File: src/rtl/riscv_pkg.sv
// Shared pipeline definitions: controller state encoding, register index width
// and the base opcodes that the decoder matches on.
package riscv_pkg;

    localparam int REG_W = 5;

    // Base RV32I major opcodes
    localparam logic [6:0] OPC_LOAD   = 7'b0000011;
    localparam logic [6:0] OPC_STORE  = 7'b0100011;
    localparam logic [6:0] OPC_BRANCH = 7'b1100011;
    localparam logic [6:0] OPC_JAL    = 7'b1101111;
    localparam logic [6:0] OPC_JALR   = 7'b1100111;
    localparam logic [6:0] OPC_OP     = 7'b0110011;
    localparam logic [6:0] OPC_OP_IMM = 7'b0010011;
    localparam logic [6:0] OPC_LUI    = 7'b0110111;
    localparam logic [6:0] OPC_AUIPC  = 7'b0010111;

    typedef enum logic [1:0] {
        BOOT     = 2'd0,
        RUN      = 2'd1,
        MEM_WAIT = 2'd2,
        ERR      = 2'd3
    } pipe_ctrl_state_e;

endpackage

File: src/rtl/sat_counter.sv
// Up-counter that sticks at its all-ones value instead of wrapping.
module sat_counter #(
    parameter int W = 16
) (
    input  logic         clk,
    input  logic         rst_n,
    input  logic         en,
    output logic [W-1:0] q
);

    // Count enabled cycles, holding at the maximum value
    always_ff @(posedge clk or negedge rst_n) begin
        if (!rst_n) begin
            q <= '0;
        end else if (en && (q != {W{1'b1}})) begin
            q <= q + 1'b1;
        end
    end

endmodule

File: src/rtl/pipeline_hazard_ctrl.sv
// Central pipeline sequencer: turns load-use hazards, EX redirects and dmem wait
// states into per-stage enable/flush controls and the PC source select.
//
// Handshake with dmem: an access in MEM is outstanding while mem_req=1 and
// dmem_ready=0; the whole pipeline is frozen (every enable low) for those
// cycles, and the access completes in the cycle where mem_req=1 and
// dmem_ready=1. Upstream stages must hold their inputs while frozen.
module pipeline_hazard_ctrl
    import riscv_pkg::*;
#(
    parameter int REG_W   = riscv_pkg::REG_W,
    parameter int TIMEOUT = 64,
    parameter int CNT_W   = 16
) (
    input  logic             clk,
    input  logic             rst_n,
    input  logic [REG_W-1:0] id_rs1,
    input  logic [REG_W-1:0] id_rs2,
    input  logic             id_use_rs1,
    input  logic             id_use_rs2,
    input  logic [REG_W-1:0] ex_rd,
    input  logic             ex_mem_read,
    input  logic             ex_redirect,
    input  logic             mem_req,
    input  logic             dmem_ready,
    output logic             pc_en,
    output logic             pc_sel_target,
    output logic             if_id_en,
    output logic             if_id_flush,
    output logic             id_ex_en,
    output logic             id_ex_flush,
    output logic             ex_mem_en,
    output logic             mem_wb_en,
    output logic             mem_err,
    output logic [CNT_W-1:0] stall_cnt,
    output logic [CNT_W-1:0] flush_cnt,
    output logic [1:0]       dbg_state
);

    localparam int WAIT_W = $clog2(TIMEOUT) + 1;
    localparam logic [WAIT_W-1:0] WAIT_LAST = WAIT_W'(TIMEOUT - 1);

    pipe_ctrl_state_e  state;
    logic [WAIT_W-1:0] wait_cnt;
    logic              freeze;
    logic              load_use;
    logic              active;
    logic              stall_inc;
    logic              flush_inc;

    assign freeze = mem_req & ~dmem_ready;
    assign active = (state == RUN) || (state == MEM_WAIT);

    // Load-use: a load in EX writes a non-zero register that ID is about to read
    assign load_use = ex_mem_read && (ex_rd != '0) &&
                      ((id_use_rs1 && (id_rs1 == ex_rd)) ||
                       (id_use_rs2 && (id_rs2 == ex_rd)));

    // Priority mux: freeze > redirect > load-use > normal flow
    always_comb begin
        pc_en         = 1'b0;
        pc_sel_target = 1'b0;
        if_id_en      = 1'b0;
        if_id_flush   = 1'b0;
        id_ex_en      = 1'b0;
        id_ex_flush   = 1'b0;
        ex_mem_en     = 1'b0;
        mem_wb_en     = 1'b0;
        case (state)
            BOOT: begin
                if_id_flush = 1'b1;
                id_ex_flush = 1'b1;
            end
            RUN, MEM_WAIT: begin
                if (freeze) begin
                    // Pipeline held; redirect and hazard are re-evaluated next cycle
                    pc_en = 1'b0;
                end else if (ex_redirect) begin
                    pc_en         = 1'b1;
                    pc_sel_target = 1'b1;
                    if_id_en      = 1'b1;
                    if_id_flush   = 1'b1;
                    id_ex_en      = 1'b1;
                    id_ex_flush   = 1'b1;
                    ex_mem_en     = 1'b1;
                    mem_wb_en     = 1'b1;
                end else if (load_use) begin
                    // Hold PC and IF/ID, insert one bubble into EX
                    id_ex_en    = 1'b1;
                    id_ex_flush = 1'b1;
                    ex_mem_en   = 1'b1;
                    mem_wb_en   = 1'b1;
                end else begin
                    pc_en     = 1'b1;
                    if_id_en  = 1'b1;
                    id_ex_en  = 1'b1;
                    ex_mem_en = 1'b1;
                    mem_wb_en = 1'b1;
                end
            end
            default: begin
                pc_en = 1'b0;
            end
        endcase
    end

    // Sequencer state, dmem wait counter and sticky timeout flag
    always_ff @(posedge clk or negedge rst_n) begin
        if (!rst_n) begin
            state    <= BOOT;
            wait_cnt <= '0;
            mem_err  <= 1'b0;
        end else begin
            case (state)
                BOOT: begin
                    state <= RUN;
                end
                RUN: begin
                    if (freeze) begin
                        state    <= MEM_WAIT;
                        wait_cnt <= WAIT_W'(1);
                    end
                end
                MEM_WAIT: begin
                    if (!freeze) begin
                        state    <= RUN;
                        wait_cnt <= '0;
                    end else if (wait_cnt == WAIT_LAST) begin
                        state   <= ERR;
                        mem_err <= 1'b1;
                    end else begin
                        wait_cnt <= wait_cnt + 1'b1;
                    end
                end
                default: begin
                    state   <= ERR;
                    mem_err <= 1'b1;
                end
            endcase
        end
    end

    assign stall_inc = active & ~pc_en;
    assign flush_inc = active & ~freeze & ex_redirect;
    assign dbg_state = state;

    sat_counter #(.W(CNT_W)) u_stall_cnt (
        .clk   (clk),
        .rst_n (rst_n),
        .en    (stall_inc),
        .q     (stall_cnt)
    );

    sat_counter #(.W(CNT_W)) u_flush_cnt (
        .clk   (clk),
        .rst_n (rst_n),
        .en    (flush_inc),
        .q     (flush_cnt)
    );

endmodule
File: config.mk
export PLATFORM = sky130hd
export DESIGN_NAME = pipeline_hazard_ctrl
export DESIGN_NICKNAME = d
export VERILOG_FILES = /design/src/rtl/riscv_pkg.sv /design/src/rtl/sat_counter.sv /design/src/rtl/pipeline_hazard_ctrl.sv
export SDC_FILE = /design/constraint.sdc
export NUM_CORES = 1
export LEC_CHECK = 0
export BUFFER_PORTS_ARGS = -buffer_cell sky130_fd_sc_hd__buf_4
export CORE_MARGIN = 2
export CORE_UTILIZATION = 40
export CTS_CLUSTER_SIZE = 28
export DETAILED_ROUTE_END_ITERATION = 10
export PLACE_DENSITY = 0.68
export REMOVE_ABC_BUFFERS = 1
export SYNTH_ARGS = -nofsm -noshare
export SYNTH_HDL_FRONTEND = slang
export SYNTH_SLANG_ARGS = --single-unit
File: constraint.sdc
create_clock -name clk -period 2.76 [get_ports clk]
set_input_delay 0.276 -clock clk [delete_from_list [all_inputs] [get_ports clk]]
set_output_delay 0.276 -clock clk [all_outputs]
set_load 0.1 [all_outputs]
Word level (Yosys, flattened, before mapping)
Index checks and enable logic that the tools add are counted.
{"block": "totals", "ff_bits": 42, "input_bits": 23, "out_inout_bits": 43, "wordCells": 69}
{"block": "op_classes", "addsub": 3, "eq_ne": 12, "mux": 25, "bitwise_logic": 8, "n_reduce_logical": 16}
{"op": "$add A16 B1 Y16 const B", "count": 2}
{"op": "$ne A16 B16 Y1 const B", "count": 2}
{"op": "$mux W7", "count": 3}
{"op": "$mux W1", "count": 14}
{"op": "$pmux W7 S2", "count": 1}
{"op": "$eq A5 B5 Y1", "count": 2}
{"op": "$add A7 B1 Y7 const B", "count": 1}
{"op": "$eq A7 B6 Y1 const B", "count": 1}
{"op": "$logic_and A1 B1 Y1", "count": 6}
{"op": "$mux W2", "count": 3}
{"op": "$pmux W1 S2", "count": 3}
{"op": "$pmux W2 S3", "count": 1}
{"op": "$reduce_and A3 Y1", "count": 2}
{"op": "$reduce_bool A5 Y1", "count": 1}
{"op": "$and A1 B1 Y1", "count": 4}
{"op": "$ne A2 B2 Y1 const B", "count": 2}
{"op": "$not A1 Y1", "count": 4}
{"op": "$reduce_or A2 Y1", "count": 2}
{"op": "$ne A3 B2 Y1 const B", "count": 1}
{"op": "$ne A3 B3 Y1 const B", "count": 1}
{"op": "$eq A2 B1 Y1 const B", "count": 1}
{"op": "$eq A2 B2 Y1 const B", "count": 1}
{"op": "$logic_not A2 Y1", "count": 1}
{"op": "$logic_or A1 B1 Y1", "count": 2}
{"op": "other kinds (3)", "count": 3}

Depth between registers and ports, before layout
{"block": "logic_depth", "depth_word": 11, "depth_mapped": 10, "mapped_depth_nobuf": 10}

By module
Synthesis repeated with hierarchy kept, for this count alone.
{"block": "hier_totals", "hier_cells": 235, "area_unflattened_um2": 2481.1}
{"mod": "sat_counter (u_flush_cnt)", "n_inst": 1, "cells_each": 72, "area_each_um2": 859.6, "seq_area_each_um2": 400.4}
{"mod": "pipeline_hazard_ctrl", "n_inst": 1, "cells_each": 91, "area_each_um2": 839.6, "seq_area_each_um2": 250.2}
{"mod": "sat_counter (u_stall_cnt)", "n_inst": 1, "cells_each": 72, "area_each_um2": 782.0, "seq_area_each_um2": 400.4}

Worst setup path before layout
OpenSTA, ideal clock, no wires.
{"block": "synth_timing", "path_kind": "reg-to-output", "startpoint": "reg state[1] (netlist: dbg_state[1])", "endpoint": "out id_ex_flush", "arrival_ns": 5.277, "t_required_ns": 2.484, "setup_slack_ns": -2.793, "path_stages_with_launch": 10, "path_buffers": 0, "path_cell_list": "dfrtp_1 -> inv_1 -> ha_1 -> nand2_1 -> inv_1 -> nand2_1 -> inv_1 -> nor2_1 -> nor2_1 -> a21o_1"}
{"block": "synth_via", "elab_chain_cells": 3, "word_cells_on_any_way": 5, "classes_between": "2 x eq/ne; 1 x mux; 2 x reduce/logical"}
{"item": "from (decl)", "line": "pipeline_hazard_ctrl.sv:43", "source": "pipe_ctrl_state_e state;"}
{"item": "from (signal assigned)", "line": "pipeline_hazard_ctrl.sv:110", "source": "state <= BOOT;"}
{"item": "from (signal assigned)", "line": "pipeline_hazard_ctrl.sv:116", "source": "state <= RUN;"}
{"item": "from (signal assigned)", "line": "pipeline_hazard_ctrl.sv:120", "source": "state <= MEM_WAIT;"}
{"item": "$eq A2 B1 Y1 / $eq A2 B2 Y1 (equally long branches)", "line": "pipeline_hazard_ctrl.sv:69", "source": "case (state)"}
{"item": "$reduce_or A2 Y1", "line": "pipeline_hazard_ctrl.sv:69"}
{"item": "$pmux W1 S2 *", "line": "pipeline_hazard_ctrl.sv:69"}
{"item": "to (decl)", "line": "pipeline_hazard_ctrl.sv:31", "source": "output logic id_ex_flush,"}
Every way passes the cells marked *; elsewhere a longest branch is shown, timed or not.

Worst setup path in the final report
{"block": "layout_timing", "startpoint": "reg state[0] (netlist: dbg_state[0])", "endpoint": "out id_ex_flush"}
The elaborated chain is that of the path after synthesis.

==> metrics.txt <==
Syn Inst Count=223; RSZ-0062 raised after global routing=false; first-pass GRT wire length=8280 µm; Slew headroom=between 60% and 70%; crit share post-route=91.58%; worst reg2reg path depth=10; total wire length=4755 µm; ordered cell list for the critical path=inv_1, ha_1, nand2_1, inv_1, nand2_1, inv_1, nor2_1, nor2_1, a21o_1, buf_6; # nets final=~320; cell taking the most area after synthesis=dfrtp_1; Max stage delay on crit path=0.44 ns; Max IR drop VDD=0.7579 mV; Arrival @ worst endpoint=2.25 ns; Tmin final=2.528 ns; Final Hold Viols=0; post-synth top area share=46.46%; WP buf/inv=4; IO Pins=66; Final Max Tran Viols=0; drt wl/cell=13.06 µm; layout cells sized above 1=about 28%; PortBufs=65; largest net degree at the start of global routing=43; GRT Resource Usage Total=between 10% and 20%; number of antenna violations at the first check in global routing=0; Worst-Skew Late Latency=0.29 ns; initial DRC count=61; #FFs+latches synth=42; Clock transition at path regs=0.08 ns; most common cell after layout, fill and taps aside=buf_4; crit-path max FO=6; CP most frequent cell=inv_1; Root Buffer Master=clkbuf_8; Setup Buffers After CTS=0; Core Rows=27; Num CTS Buffers=5; Post-Syn Area=2262 µm²; Startpoint Class=flip-flop; CP endpoint kind=output port; Area Growth Syn to Fin=28.15%; commonest non-fill, non-tap cells in the layout=buf_4 (64), dfrtp_1 (42), nor2_1 (23); post-place setup slack=~0.42 ns; clock buffer depth=2; vias post-DR=between 1500 and 2000; Post-DRT Antenna Nets=0; power per cell area=1172 nW/µm²; Top delay family on crit path=buffers and inverters; outcome=finished clean; Tot Pwr=3.399 mW; die area=between 6000 and 7000 µm²; Mapped Avg Cell Area=10.14 µm²; FILL cells=roughly 530; slowest cell on the critical path=dfrtp_1; Die Ht=79.20 µm; largest cells by area after synthesis=dfrtp_1 (46%), xnor2_1 (8.5%), xor2_1 (7.7%); worst path required time=about 2.5 ns; initial core utilization=41.34%; CTS tree=done; Antenna Cells=0; worst min-delay path class=input pin to flip-flop; Core Area=5473 µm²; worst clock skew=0.003784 ns; hold path cells=4; H-tree depth=2; Cell variety after synth=39; vias per cell=4.948; Die X=79.20 µm; Final Non-Filler Cells=364; Worst Max-Slew Pin Slew=roughly 0.55 ns; Levels on crit path=10; Pleak=1.429 nW; DPL Wire Length=around 3700 µm; dpl cells=around 360; grt total ovfl=0; gpl congestion=0.8466; Max-cap violations=0; fin util=52.97%; CTS sink cnt=42; fmax=0.3956 GHz; CP Class=flip-flop to output port; DRC viols=0; Seq/Total Area, Yosys=46.46%; vias in the first global route=approximately 1900; drt pass-1 iters=4; final setup fails=0; Yosys warnings=0; setup ws final=about 0.23 ns
metal layers:
metal / global-route usage (%) / up-vias / wire, µm
met5: 0 / - / 0
met4: 3.966 / 0 / 0
met3: 4.773 / 0 / 194
met2: 29.32 / 35 / 2415
met1: 20.10 / 873 / 2144
li1: - / 893 / -
power by group:
group          switching [mW]  internal, mW  total [mW]  leakage (nW)
registers               0.134         0.719       0.854         0.556
clock network           0.197         0.202       0.398        0.0482
logic                    1.69         0.458        2.15         0.825
cell families (layout without fill, tap and decap cells):
kind of cell	Yosys count	in the layout	share of synthesized area [%]
xor gates and xnor gates	42	42	16.26
adders and majority gates	8	8	4.425
buffers and inverters	13	82	3.374
DFF	42	42	46.46
and+or+nand+nor	100	100	23.23
muxes	2	2	1.161
AOI/OAI and AO/OA	16	16	5.089
final timing paths:
check	slack [ns]	start	end
max	0.23	dbg_state[0]$_DFFE_PN0P_	id_ex_flush
min	0.46	mem_req	wait_cnt[0]$_DFFE_PN0P_
max reg2reg	0.42	dbg_state[0]$_DFFE_PN0P_	u_flush_cnt.q[15]$_DFFE_PN0P_
min reg2reg	0.49	mem_err$_DFFE_PN0P_	mem_err$_DFFE_PN0P_
max in group asynchronous	1.90	rst_n	u_flush_cnt.q[4]$_DFFE_PN0P_
min in group asynchronous	0.51	rst_n	mem_err$_DFFE_PN0P_
worst min-delay path, delay by kind of cell:
family	cells	cell delay (ns)
AND/OR/NAND/NOR	1	0.12
AO/OA/AOI/OAI	2	0.20
buffers and inverters	1	0.11
layout make-up:
class | instances | area (µm²) | area share (%)
Multi-Input combinational cell | 168 | 1135 | 39.15
Inverter | 8 | 30.03 | 1.036
Clock inverter | 1 | 5.005 | 0.1726
Tap cell | 72 | 90.09 | 3.107
Clock buffer | 7 | 86.33 | 2.978
Sequential cell | 42 | 1051 | 36.25
Timing Repair Buffer | 66 | 501.7 | 17.31
timing repair:
action                     in CTS  in global routing
resized for setup               0                  1
hold buffers                    1                  0
hold endpoints to repair       42                  0
setup endpoints to repair       0                  1
per-stage QoR:
step	hold WS, ns	instance area, µm²	setup TNS, ns
after floorplan	-0.01959	2216	-51.88
after CTS	0.4465	2895	0
after detailed placement	0.2884	2794	0
after global placement	0.2941	2794	0
after global routing	0.4700	2899	0
final	0.4569	2899	0
synth_stat cells:
library cell   n
a211oi_1       1
a21o_1         1
a21oi_1        4
a21oi_2        1
and2_0         1
and3_1         6
and4_1         2
buf_12         1
buf_4          3
clkbuf_1       1
dfrtp_1       42
ha_1           8
inv_1          8
mux2_2         1
mux2_4         1
nand2_1       22
nand2b_1       2
nand3_1       12
nand3b_4       1
nand4_1       12
nor2_1        23
nor2b_1        2
nor3_1         6
nor3_2         3
nor3b_1        1
nor4_1         1
nor4b_1        1
o2111ai_1      1
o211ai_1       1
o21a_1         2
o21ai_0        2
o21ai_2        1
o22ai_2        1
o32ai_1        1
or2_2          2
or3_1          2
or4_1          1
xnor2_1       22
xor2_1        20
registers in the layout (all words and copies together) (netlist names):
| register | flops |
|---|---|
| dbg_state | 2 |
| u_stall_cnt.q | 16 |
| u_flush_cnt.q | 16 |
| wait_cnt | 7 |
| mem_err | 1 |
(Power assumes the default switching activity.)
